## src/rtl/alu_pkg.sv

```systemverilog
// Shared ALU op codes, RV32 opcodes, skid occupancy states and the issue payload
// used by the alu_issue slice.
package alu_pkg;

    localparam int XLEN = 32;

    localparam logic [7:0] ALU_NOP = 8'h00;
    localparam logic [7:0] ALU_ADD = 8'h11;
    localparam logic [7:0] ALU_SUB = 8'h12;
    localparam logic [7:0] ALU_MUL = 8'h13;
    localparam logic [7:0] ALU_DIV = 8'h14;
    localparam logic [7:0] ALU_MOD = 8'h15;
    localparam logic [7:0] ALU_AND = 8'h21;
    localparam logic [7:0] ALU_OR  = 8'h22;
    localparam logic [7:0] ALU_XOR = 8'h23;
    localparam logic [7:0] ALU_INV = 8'h24;
    localparam logic [7:0] ALU_SLT = 8'h31;
    localparam logic [7:0] ALU_SLL = 8'h33;
    localparam logic [7:0] ALU_SRL = 8'h34;
    localparam logic [7:0] ALU_SRA = 8'h35;

    localparam logic [6:0] OPC_OP     = 7'b0110011;
    localparam logic [6:0] OPC_OP_IMM = 7'b0010011;

    typedef enum logic [1:0] {
        OCC_EMPTY,
        OCC_BUSY,
        OCC_FULL
    } occ_state_t;

    typedef struct packed {
        logic [7:0]      alu_op;
        logic [XLEN-1:0] a;
        logic [XLEN-1:0] b;
        logic [4:0]      rd;
        logic            illegal;
    } issue_entry_t;

endpackage

```

## src/rtl/alu_issue_decode.sv

```systemverilog
// Combinational RV32 OP / OP-IMM decode into ALU op code and operand-B selects.
// M-extension ops are decoded only when ALU_ISSUE_RV32M_EN is defined.
module alu_issue_decode
    import alu_pkg::*;
(
    input  logic [6:0] opcode,
    input  logic [2:0] funct3,
    input  logic [6:0] funct7,
    output logic [7:0] alu_op,
    output logic       imm_sel,
    output logic       shamt_sel,
    output logic       illegal
);

    logic [7:0] op;
    logic       is_imm;
    logic       is_shamt;

    always_comb begin
        op       = ALU_NOP;
        is_imm   = 1'b0;
        is_shamt = 1'b0;
        case (opcode)
            OPC_OP: begin
                case (funct7)
                    7'b0000000: begin
                        case (funct3)
                            3'b000:  op = ALU_ADD;
                            3'b001:  op = ALU_SLL;
                            3'b010:  op = ALU_SLT;
                            3'b100:  op = ALU_XOR;
                            3'b101:  op = ALU_SRL;
                            3'b110:  op = ALU_OR;
                            3'b111:  op = ALU_AND;
                            default: op = ALU_NOP;
                        endcase
                    end
                    7'b0100000: begin
                        case (funct3)
                            3'b000:  op = ALU_SUB;
                            3'b101:  op = ALU_SRA;
                            default: op = ALU_NOP;
                        endcase
                    end
`ifdef ALU_ISSUE_RV32M_EN
                    7'b0000001: begin
                        case (funct3)
                            3'b000:  op = ALU_MUL;
                            3'b100:  op = ALU_DIV;
                            3'b110:  op = ALU_MOD;
                            default: op = ALU_NOP;
                        endcase
                    end
`endif
                    default: op = ALU_NOP;
                endcase
            end
            OPC_OP_IMM: begin
                is_imm = 1'b1;
                case (funct3)
                    3'b000: op = ALU_ADD;
                    3'b010: op = ALU_SLT;
                    3'b100: op = ALU_XOR;
                    3'b110: op = ALU_OR;
                    3'b111: op = ALU_AND;
                    3'b001: begin
                        if (funct7 == 7'b0000000) begin
                            op       = ALU_SLL;
                            is_shamt = 1'b1;
                        end
                    end
                    3'b101: begin
                        is_shamt = 1'b1;
                        if (funct7 == 7'b0000000)
                            op = ALU_SRL;
                        else if (funct7 == 7'b0100000)
                            op = ALU_SRA;
                    end
                    default: op = ALU_NOP;
                endcase
            end
            default: op = ALU_NOP;
        endcase
    end

    // No legal encoding ever maps to NOP, so NOP doubles as the illegal marker.
    assign illegal   = (op == ALU_NOP);
    assign alu_op    = op;
    assign imm_sel   = is_imm & ~illegal;
    assign shamt_sel = is_shamt & ~illegal;

endmodule

```

## src/rtl/alu_issue.sv

```systemverilog
// Issue stage: decode + operand select feeding a registered 2-entry skid buffer
// towards the ALU. Build option: ALU_ISSUE_RV32M_EN enables MUL/DIV/REM decode.
//
// state     | meaning
// OCC_EMPTY | nothing held; o_valid=0, o_ready=1
// OCC_BUSY  | output register full, skid empty; o_valid=1, o_ready=1
// OCC_FULL  | output and skid full; o_valid=1, o_ready=0
module alu_issue
    import alu_pkg::*;
#(
    parameter int DATA_WIDTH = 32
) (
    input  logic                  i_clk,
    input  logic                  i_rst,
    input  logic                  i_flush,
    input  logic                  i_valid,
    output logic                  o_ready,
    input  logic [31:0]           i_instr,
    input  logic [DATA_WIDTH-1:0] i_rs1_data,
    input  logic [DATA_WIDTH-1:0] i_rs2_data,
    output logic                  o_valid,
    input  logic                  i_ready,
    output logic [7:0]            o_alu_op,
    output logic [DATA_WIDTH-1:0] o_a,
    output logic [DATA_WIDTH-1:0] o_b,
    output logic [4:0]            o_rd,
    output logic                  o_illegal
);

    occ_state_t   state;
    issue_entry_t out_q;
    issue_entry_t skid_q;
    issue_entry_t new_entry;

    logic [7:0] dec_op;
    logic       dec_imm_sel;
    logic       dec_shamt_sel;
    logic       dec_illegal;
    logic       accept;
    logic       issue;

    // Register indices are consumed by the register file upstream.
    logic unused_rs_idx;
    assign unused_rs_idx = ^i_instr[19:15];

    alu_issue_decode u_decode (
        .opcode    (i_instr[6:0]),
        .funct3    (i_instr[14:12]),
        .funct7    (i_instr[31:25]),
        .alu_op    (dec_op),
        .imm_sel   (dec_imm_sel),
        .shamt_sel (dec_shamt_sel),
        .illegal   (dec_illegal)
    );

    always_comb begin
        new_entry.alu_op  = dec_op;
        new_entry.rd      = i_instr[11:7];
        new_entry.illegal = dec_illegal;
        new_entry.a       = '0;
        new_entry.b       = '0;
        if (!dec_illegal) begin
            new_entry.a = i_rs1_data;
            if (dec_shamt_sel)
                new_entry.b = {27'b0, i_instr[24:20]};
            else if (dec_imm_sel)
                new_entry.b = {{20{i_instr[31]}}, i_instr[31:20]};
            else
                new_entry.b = i_rs2_data;
        end
    end

    assign accept = i_valid & o_ready;
    assign issue  = o_valid & i_ready;

    always_ff @(posedge i_clk) begin
        if (i_rst) begin
            state   <= OCC_EMPTY;
            o_valid <= 1'b0;
            o_ready <= 1'b1;
            out_q   <= '0;
            skid_q  <= '0;
        end else if (i_flush) begin
            state   <= OCC_EMPTY;
            o_valid <= 1'b0;
            o_ready <= 1'b1;
        end else begin
            case (state)
                OCC_EMPTY: begin
                    if (accept) begin
                        out_q   <= new_entry;
                        o_valid <= 1'b1;
                        state   <= OCC_BUSY;
                    end
                end
                OCC_BUSY: begin
                    if (accept && issue) begin
                        out_q <= new_entry;
                    end else if (accept) begin
                        skid_q  <= new_entry;
                        o_ready <= 1'b0;
                        state   <= OCC_FULL;
                    end else if (issue) begin
                        o_valid <= 1'b0;
                        state   <= OCC_EMPTY;
                    end
                end
                OCC_FULL: begin
                    if (issue) begin
                        out_q   <= skid_q;
                        o_ready <= 1'b1;
                        state   <= OCC_BUSY;
                    end
                end
                default: begin
                    state   <= OCC_EMPTY;
                    o_valid <= 1'b0;
                    o_ready <= 1'b1;
                end
            endcase
        end
    end

    assign o_alu_op  = out_q.alu_op;
    assign o_a       = out_q.a;
    assign o_b       = out_q.b;
    assign o_rd      = out_q.rd;
    assign o_illegal = out_q.illegal;

endmodule

```

## config.mk

```make
export PLATFORM = sky130hd
export DESIGN_NAME = alu_issue
export DESIGN_NICKNAME = d
export VERILOG_FILES = /design/src/rtl/alu_pkg.sv /design/src/rtl/alu_issue_decode.sv /design/src/rtl/alu_issue.sv
export SDC_FILE = /design/constraint.sdc
export NUM_CORES = 1
export LEC_CHECK = 0
export BUFFER_PORTS_ARGS = -buffer_cell sky130_fd_sc_hd__buf_4
export CAP_MARGIN = 40
export CORE_MARGIN = 2
export CORE_UTILIZATION = 50
export CTS_BUF_LIST = sky130_fd_sc_hd__clkbuf_8
export CTS_CLUSTER_SIZE = 24
export DETAILED_ROUTE_END_ITERATION = 12
export PLACE_DENSITY = 0.79
export SLEW_MARGIN = 20
export SYNTH_ARGS = -nofsm -noshare
export SYNTH_HDL_FRONTEND = slang
export SYNTH_SLANG_ARGS = --single-unit
```

## constraint.sdc

```tcl
create_clock -name i_clk -period 2.15 [get_ports i_clk]
set_clock_uncertainty 0.1 [all_clocks]
set_input_delay 0.43 -clock i_clk [delete_from_list [all_inputs] [get_ports i_clk]]
set_output_delay 0.43 -clock i_clk [all_outputs]
set_load 0.05 [all_outputs]
```

==> reports/qor.tcl, run 1 <==
set qor(grt_max_degree) 130
set qor(areaGrowthSynthToFinish_pct) 32.9
set qor(initialDrtViolationCount) 878
set qor(io-pin-count) 181
set qor(cap_violations) 0
set qor(drt_first_pass_iters) 5
set qor(cts_tree) {yes}
set qor(globalplace.congestion) 0.831
set qor(normalized_max_slew_margin_pct) 58.3
set qor(grt_first_pass_wirelength_um) 31600
set qor(peakVddDrop_v) 0.000452
set qor(layout.nets) 1132
set qor(gr-usage-all-layers_pct) 26.0
set qor(power_density_nw_per_um2) 676
set qor(worstMarginPinSlew_ns) 0.626
set qor(critical_path.max_stage_delay_ns) 0.59
set qor(syn_inst) 866
set qor(dieArea_um2) 15300
set qor(layout.filler_cells) 1132
set qor(remaining_drc_errors) 0
set qor(stdcell_count) 1224
set qor(numPlacedInstances) 1192
set qor(detailed_place_hpwl_um) 13200
set qor(async_flop_share_pct) 0
set qor(layout_worst_path_cycle_share_pct) 97.9
set qor(worst_path_cell_with_the_longest_stage_delay) {sky130_fd_sc_hd__or4_4}
set qor(cts.reportedPaths.clkPinSlew_ns) 0.09
set qor(maxClockFrequency_mhz) 475
set qor(dpl_worst_slack_ns) -0.412
set qor(cp_data_arrival_time_ns) 2.37
set qor(coreArea_um2) 13900
set qor(route.detailed.wl_per_inst_um) 16.6
set qor(ant_nets) 0
set qor(final_layout_size_suffix_gt1_share_pct) 30.2
set qor(start_util_pct) 51.4
set qor(clk_latency_ns) 0.47
set qor(vias_per_cell) 5.91
set qor(synth-edff-count) 0
set qor(cts.htree.levels) 4
set qor(drv_slew) 0
set qor(cts_root_buffer) {sky130_fd_sc_hd__clkbuf_8}
set qor(die_h_um) 124
set qor(num_antenna_cells) 0
set qor(worst-endpoint-required_ns) 2.42
set qor(yosysSeqAreaShare_pct) 43.1
set qor(ys_seq_elements) 154
set qor(sort_of_element_at_the_end_of_the_critical_path) {register}
set qor(wirelength_um) 20300
set qor(port_buffers) 172
set qor(antenna_found_initial) 0
set qor(final_hold_viol_count) 0
set qor(netlist-cell-type-count) 58
set qor(clock_sinks) 154
set qor(route.vias.total) 7239
set qor(overall_overflow_remaining_after_global_route) 0
set qor(cp_max_fo) 38
set qor(final_core_util_pct) 68.2
set qor(grt_pass1_vias) 6407
set qor(rsz0062_at_grt) {no}
set qor(worst_hold_path_type) {input port to register}
set qor(outcome) {completed}
set qor(power.leakage_nw) 3.59
set qor(hold_buf_cts) 0
set qor(die_w_um) 124
set qor(placement_rows) 43
set qor(cts-root-to-sink-buffers) 2
set qor(setup_viol) 0
set qor(criticalPathCategory) {input port to register}
set qor(period_needed_ns) 2.10
set qor(start_kind) {input port}
set qor(syn-mean-instance-area_um2) 8.26
set qor(netlist_area_um2) 7160
set qor(worst_path_setup_slack_after_routing_ns) 0.0450
set qor(cts-buffers-inserted) 17
set qor(dominantRegCellSynth) {sky130_fd_sc_hd__dfxtp_1}
set qor(ys_warn_count) 0
set qor(timing.critical_path.cells) {buf_4 -> or4_4 -> nor3_1 -> o21a_2 -> buf_12 -> o211ai_1 -> a211oi_1}
==> state kept, by name (all words and copies together), names as in the netlist <==
register	cells
o_a	32
o_alu_op	5
o_b	32
o_illegal	1
o_rd	5
o_ready	1
o_valid	1
skid_q	75
state	2
==> critical path: cells and delay by family <==
kind	cells	cell delay (ns)
buffers and inverters	2	0.34
and+or+nand+nor	2	0.86
AOI/OAI and AO/OA	3	0.71
==> layer usage <==
| metal | share of wire (%) | vias to the layer above | global-route usage (%) |
|---|---|---|---|
| met5 | 0 | - | 0 |
| met4 | 2.0 | 0 | 9.16 |
| met3 | 6.3 | 34 | 4.85 |
| met2 | 48 | 243 | 41.4 |
| met1 | 44 | 3421 | 35.4 |
| li1 | - | 3541 | - |
==> layout by cell type, fill, tap and decap left out, types with 2 or more instances in the layout <==
cell / count
sky130_fd_sc_hd__or4_4: 2
sky130_fd_sc_hd__conb_1: 3
sky130_fd_sc_hd__o211ai_1: 80
sky130_fd_sc_hd__nand4b_1: 2
sky130_fd_sc_hd__dfxtp_2: 2
sky130_fd_sc_hd__and3_1: 2
sky130_fd_sc_hd__inv_1: 4
sky130_fd_sc_hd__a221oi_1: 21
sky130_fd_sc_hd__a311oi_1: 7
sky130_fd_sc_hd__buf_12: 16
sky130_fd_sc_hd__nand2_1: 92
sky130_fd_sc_hd__o21ai_1: 24
sky130_fd_sc_hd__a22oi_1: 6
sky130_fd_sc_hd__mux2_2: 5
sky130_fd_sc_hd__nand3b_1: 5
sky130_fd_sc_hd__dfxtp_1: 152
sky130_fd_sc_hd__a21oi_1: 115
sky130_fd_sc_hd__a211oi_1: 61
sky130_fd_sc_hd__clkbuf_8: 17
sky130_fd_sc_hd__a21o_1: 2
sky130_fd_sc_hd__inv_8: 3
sky130_fd_sc_hd__a2111oi_4: 2
sky130_fd_sc_hd__o41ai_1: 3
sky130_fd_sc_hd__nor3_1: 13
sky130_fd_sc_hd__buf_4: 225
sky130_fd_sc_hd__o21a_1: 2
sky130_fd_sc_hd__nor2_1: 86
sky130_fd_sc_hd__inv_6: 5
sky130_fd_sc_hd__a31oi_1: 2
sky130_fd_sc_hd__nor2b_1: 6
sky130_fd_sc_hd__clkinvlp_4: 3
sky130_fd_sc_hd__a22o_1: 6
sky130_fd_sc_hd__clkinv_4: 3
sky130_fd_sc_hd__a211oi_2: 10
sky130_fd_sc_hd__nand3_1: 11
sky130_fd_sc_hd__o21ai_0: 10
sky130_fd_sc_hd__nor4_1: 2
sky130_fd_sc_hd__nand4_1: 2
==> timing repair <==
item	4_1_cts	5_1_grt
resized for setup	0	3
endpoints found under the setup margin	0	31
buffers inserted	0	0
==> cells in the mapped netlist (3+ instances only) <==
cell / number / area share (%)
sky130_fd_sc_hd__a311oi_1: 7 / 0.86
sky130_fd_sc_hd__nand2_1: 92 / 4.8
sky130_fd_sc_hd__dfxtp_1: 154 / 43
sky130_fd_sc_hd__nor2b_1: 6 / 0.52
sky130_fd_sc_hd__o41ai_1: 3 / 0.37
sky130_fd_sc_hd__o21ai_1: 24 / 1.7
sky130_fd_sc_hd__mux2_2: 5 / 0.79
sky130_fd_sc_hd__o21ai_0: 10 / 0.70
sky130_fd_sc_hd__clkbuf_1: 73 / 3.8
sky130_fd_sc_hd__a21oi_1: 116 / 8.1
sky130_fd_sc_hd__buf_4: 3 / 0.31
sky130_fd_sc_hd__a22o_1: 6 / 0.73
sky130_fd_sc_hd__inv_1: 4 / 0.21
sky130_fd_sc_hd__a211oi_2: 10 / 1.7
sky130_fd_sc_hd__nor3_1: 14 / 0.98
sky130_fd_sc_hd__buf_1: 6 / 0.31
sky130_fd_sc_hd__a22oi_1: 6 / 0.63
sky130_fd_sc_hd__nand3b_1: 5 / 0.52
sky130_fd_sc_hd__o211ai_1: 80 / 8.4
sky130_fd_sc_hd__o21a_1: 3 / 0.31
sky130_fd_sc_hd__a211oi_1: 61 / 6.4
sky130_fd_sc_hd__nand3_1: 11 / 0.77
sky130_fd_sc_hd__buf_2: 15 / 1.0
sky130_fd_sc_hd__nor2_1: 88 / 4.6
sky130_fd_sc_hd__a221oi_1: 21 / 2.6
==> per-stage QoR <==
stage               power, mW  hold slack (ns)  instance area (µm²)  setup TNS, ns
finish                   6.43           0.0527                 9510              0
detailed placement       4.31            0.339                 9100         -37.73
global placement         4.29            0.332                 9100         -34.09
CTS                      6.45           0.0368                 9490              0
floorplan                3.81            0.327                 7210          -4.88
global route             6.67           0.0546                 9510              0
==> worst paths after layout <==
path / startpoint / endpoint / slack [ns] / cells past startpoint
setup / recovery: i_instr[27] / o_a[17] / 0.05 / 7
hold / removal: i_flush / o_valid / 0.05 / 2
setup reg to reg: state[1] / o_a[17] / 0.19 / 6
hold reg to reg: skid_q[32] / skid_q[32] / 0.35 / 2
==> report_power, final <==
group / leakage (nW) / internal, mW / switching, mW / total, mW
logic: 2.15 / 0.459 / 0.774 / 1.23
clock network: 0.190 / 0.958 / 1.22 / 2.18
registers: 1.25 / 2.95 / 0.0652 / 3.02
total: 3.59 / 4.37 / 2.06 / 6.43
==> cells by family after synthesis <==
kind of cell / Yosys count / share of synthesized area (%)
AOI/OAI and AO/OA: 363 / 34.9
xor gates and xnor gates: 1 / 0.122
muxes: 5 / 0.787
adders and majority gates: 1 / 0.140
buffers and inverters: 101 / 5.72
other: 1 / 0.0524
DFF: 154 / 43.1
and+or+nand+nor: 240 / 15.2
==> area by class of cell <==
type	instances	area, µm²	area share, %
well taps	180	225	2.37
inverters	4	15.0	0.158
repair buffers	241	2010	21.1
clock inverters	15	156	1.64
flip-flops and latches	154	3090	32.4
clock buffers	17	234	2.46
multi-input cells	613	3780	39.8
No activity file was read; power rests on OpenSTA's default activity.
==> run 2: changes to the inputs <==
- PLACE_DENSITY: 0.79 -> 0.78
- SYNTH_HIERARCHICAL: unset -> 1
==> reports/qor.tcl, run 2 <==
set qor(outcome) {finished, violations left}
set qor(violations) {setup timing}
set qor(clk_latency_ns) 0.45
set qor(die_w_um) 126
set qor(dominantRegCellSynth) {sky130_fd_sc_hd__dfxtp_1}
set qor(antenna_found_initial) 0
set qor(final_core_util_pct) 68.3
set qor(register_containing_the_most_flip_flops_in_the_final_layout) {skid_q}
set qor(remaining_drc_errors) 0
set qor(power_density_nw_per_um2) 656
set qor(start_util_pct) 51.0
set qor(num_antenna_cells) 0
set qor(worstPathBufferInverterCount) 2
set qor(clock_sinks) 160
set qor(io-pin-count) 181
set qor(cts_tree) {yes}
set qor(dieArea_um2) 15800
set qor(cts.reportedPaths.clkPinSlew_ns) 0.08
set qor(port_buffers) 175
set qor(ys_warn_count) 6
set qor(critical_r2r_launch) {state[0]}
set qor(gr-usage-all-layers_pct) 24.6
set qor(setup.worst_path.start) {i_instr[31]}
set qor(cp_data_arrival_time_ns) 2.46
set qor(crit_cells) 9
set qor(ys_top_cells_by_area) {sky130_fd_sc_hd__dfxtp_1 43%, sky130_fd_sc_hd__a21oi_1 9.8%, sky130_fd_sc_hd__nand2_1 8.0%}
set qor(normalized_max_slew_margin_pct) 61.9
set qor(critical_path.max_stage_delay_ns) 0.57
set qor(whs_path_depth) 3
set qor(layout.nets) 1190
set qor(period_needed_ns) 2.17
set qor(synth-edff-count) 0
set qor(cp_max_fo) 5
set qor(die_h_um) 126
set qor(cts.htree.levels) 4
set qor(start_kind) {input port}
set qor(critical_path.reg2reg.endpoint) {skid_q[11]}
set qor(wirelength_um) 20000
set qor(worst_path_cell_with_the_longest_stage_delay) {sky130_fd_sc_hd__or4_4}
set qor(synth_top_area_share_pct) 43.4
set qor(worstMarginPinSlew_ns) 0.571
set qor(sort_of_element_at_the_end_of_the_critical_path) {register}
set qor(cap_violations) 0
set qor(netlist-cell-type-count) 50
set qor(final_hold_viol_count) 0
set qor(ys_seq_elements) 160
set qor(worst_path_setup_slack_after_routing_ns) -0.0250
set qor(criticalPathCategory) {input port to register}
set qor(areaGrowthSynthToFinish_pct) 33.9
set qor(peakVddDrop_v) 0.000440
set qor(rr_worst_depth) 4
set qor(coreArea_um2) 14500
set qor(crit_family) {simple AND/OR/NAND/NOR gates}
set qor(cts-buffers-inserted) 17
set qor(final_cell_mix) {217 x sky130_fd_sc_hd__buf_4, 159 x sky130_fd_sc_hd__dfxtp_1, 157 x sky130_fd_sc_hd__nand2_1}
set qor(grt_max_degree) 102
set qor(drv_slew) 0
set qor(hold_buf_cts) 0
set qor(final_layout_size_suffix_gt1_share_pct) 30.1
set qor(drt_first_pass_iters) 5
set qor(largest_register_ff_count) 78
set qor(ant_nets) 0
set qor(vias_per_cell) 5.55
set qor(syn-mean-instance-area_um2) 8.04
set qor(initialDrtViolationCount) 508
set qor(route.detailed.wl_per_inst_um) 15.6
set qor(yosysSeqAreaShare_pct) 43.4
set qor(async_flop_share_pct) 0
set qor(route.vias.total) 7131
set qor(overall_overflow_remaining_after_global_route) 0
set qor(cts-root-to-sink-buffers) 2
set qor(grt_pass1_vias) 6599
set qor(globalplace.congestion) 0.835
set qor(maxClockFrequency_mhz) 460
set qor(rsz0062_at_grt) {yes}
set qor(netlist_area_um2) 7390
set qor(layout.cells.most_common) {sky130_fd_sc_hd__buf_4}
set qor(placement_rows) 44
set qor(grt_first_pass_wirelength_um) 32300
set qor(timing.critical_path.cells) {buf_8 -> or4_4 -> a211oi_4 -> o221a_4 -> nor2_1 -> buf_6 -> mux2i_2 -> or3_1 -> a21oi_2}
set qor(design_power_total_mw) 6.49
set qor(detailed_place_hpwl_um) 12600
set qor(worst-r2r-setup-slack_ns) 0.10
set qor(worst_hold_path_type) {input port to register}
set qor(synth_top_area_cell) {sky130_fd_sc_hd__dfxtp_1}
set qor(syn_inst) 919
set qor(power.leakage_nw) 3.80
set qor(yosysMostFrequentCell) {sky130_fd_sc_hd__dfxtp_1}
set qor(worst-endpoint-required_ns) 2.43
set qor(cts_root_buffer) {sky130_fd_sc_hd__clkbuf_8}
set qor(layout_worst_path_cycle_share_pct) 101
set qor(synth_commonest_cells) {160 x sky130_fd_sc_hd__dfxtp_1, 157 x sky130_fd_sc_hd__nand2_1, 145 x sky130_fd_sc_hd__a21oi_1}
set qor(setup_viol) 12
set qor(cp-endpoint) {skid_q[6]}
==> run 2: worst min path at each step <==
| stage | from | to |
|---|---|---|
| after floorplan | skid_q[14] | skid_q[14] |
| after global placement | skid_q[14] | skid_q[14] |
| after detailed placement | skid_q[40] | skid_q[40] |
| after CTS | i_instr[9] | skid_q[3] |
| after global routing | i_instr[7] | skid_q[1] |
| final | i_instr[9] | skid_q[3] |
==> run 2: through the flow <==
step | setup WS, ns | setup TNS, ns | hold slack, ns | cell area, µm² | cells
after detailed placement | -0.676 | -53.29 | 0.347 | 9260 | 1244
after CTS | -0.0486 | -0.199 | 0.109 | 9710 | 1277
after global routing | -0.110 | -2.73 | 0.123 | 9890 | 1285
final | -0.0250 | -0.0893 | 0.137 | 9890 | 1285
after global placement | -0.589 | -48.65 | 0.342 | 9260 | 1244
after floorplan | -0.333 | -18.56 | 0.332 | 7580 | 921
==> run 2: cell type report <==
| type | instances | area [µm²] |
|---|---|---|
| Multi-Input combinational cell | 671 | 4100 |
| Tap cell | 184 | 230 |
| Clock inverter | 7 | 58.8 |
| Sequential cell | 160 | 3200 |
| Timing Repair Buffer | 236 | 1950 |
| Clock buffer | 24 | 330 |
| Inverter | 3 | 11.3 |
| Fill cell | 1221 | 4590 |
==> run 2: power breakdown <==
part           internal (mW)  switching [mW]
Clock                   1.11            1.05
Sequential              3.07          0.0682
Combinational          0.446           0.746
==> run 2: what timing repair did <==
action,in CTS,in global routing
cloned,1,2
gates resized for setup,10,25
setup endpoints to repair,47,90
buffers inserted,1,6
pin swaps,17,25
==> run 2: cell families after synthesis <==
group / after synthesis / synth area share [%]
XOR/XNOR: 2 / 0.237
other: 1 / 0.0508
AO/OA/AOI/OAI: 248 / 21.1
multiplexers: 32 / 4.34
flip-flops: 160 / 43.4
buffers and inverters: 93 / 5.37
adder cells (fa/ha/maj): 1 / 0.136
AND/OR/NAND/NOR: 382 / 25.4
==> run 2: tightest hold or removal path: stages <==
cell and delay [ns]:
sky130_fd_sc_hd__buf_4 0.11, sky130_fd_sc_hd__nand2_1 0.05, sky130_fd_sc_hd__a21oi_1 0.05
==> run 2: layer usage <==
metal,GRT usage (%),vias to the layer above,wire [µm]
li1,-,3563,-
met1,32.1,3332,8850
met2,40.3,197,9570
met3,5.73,39,1120
met4,8.30,0,464
met5,0,-,0
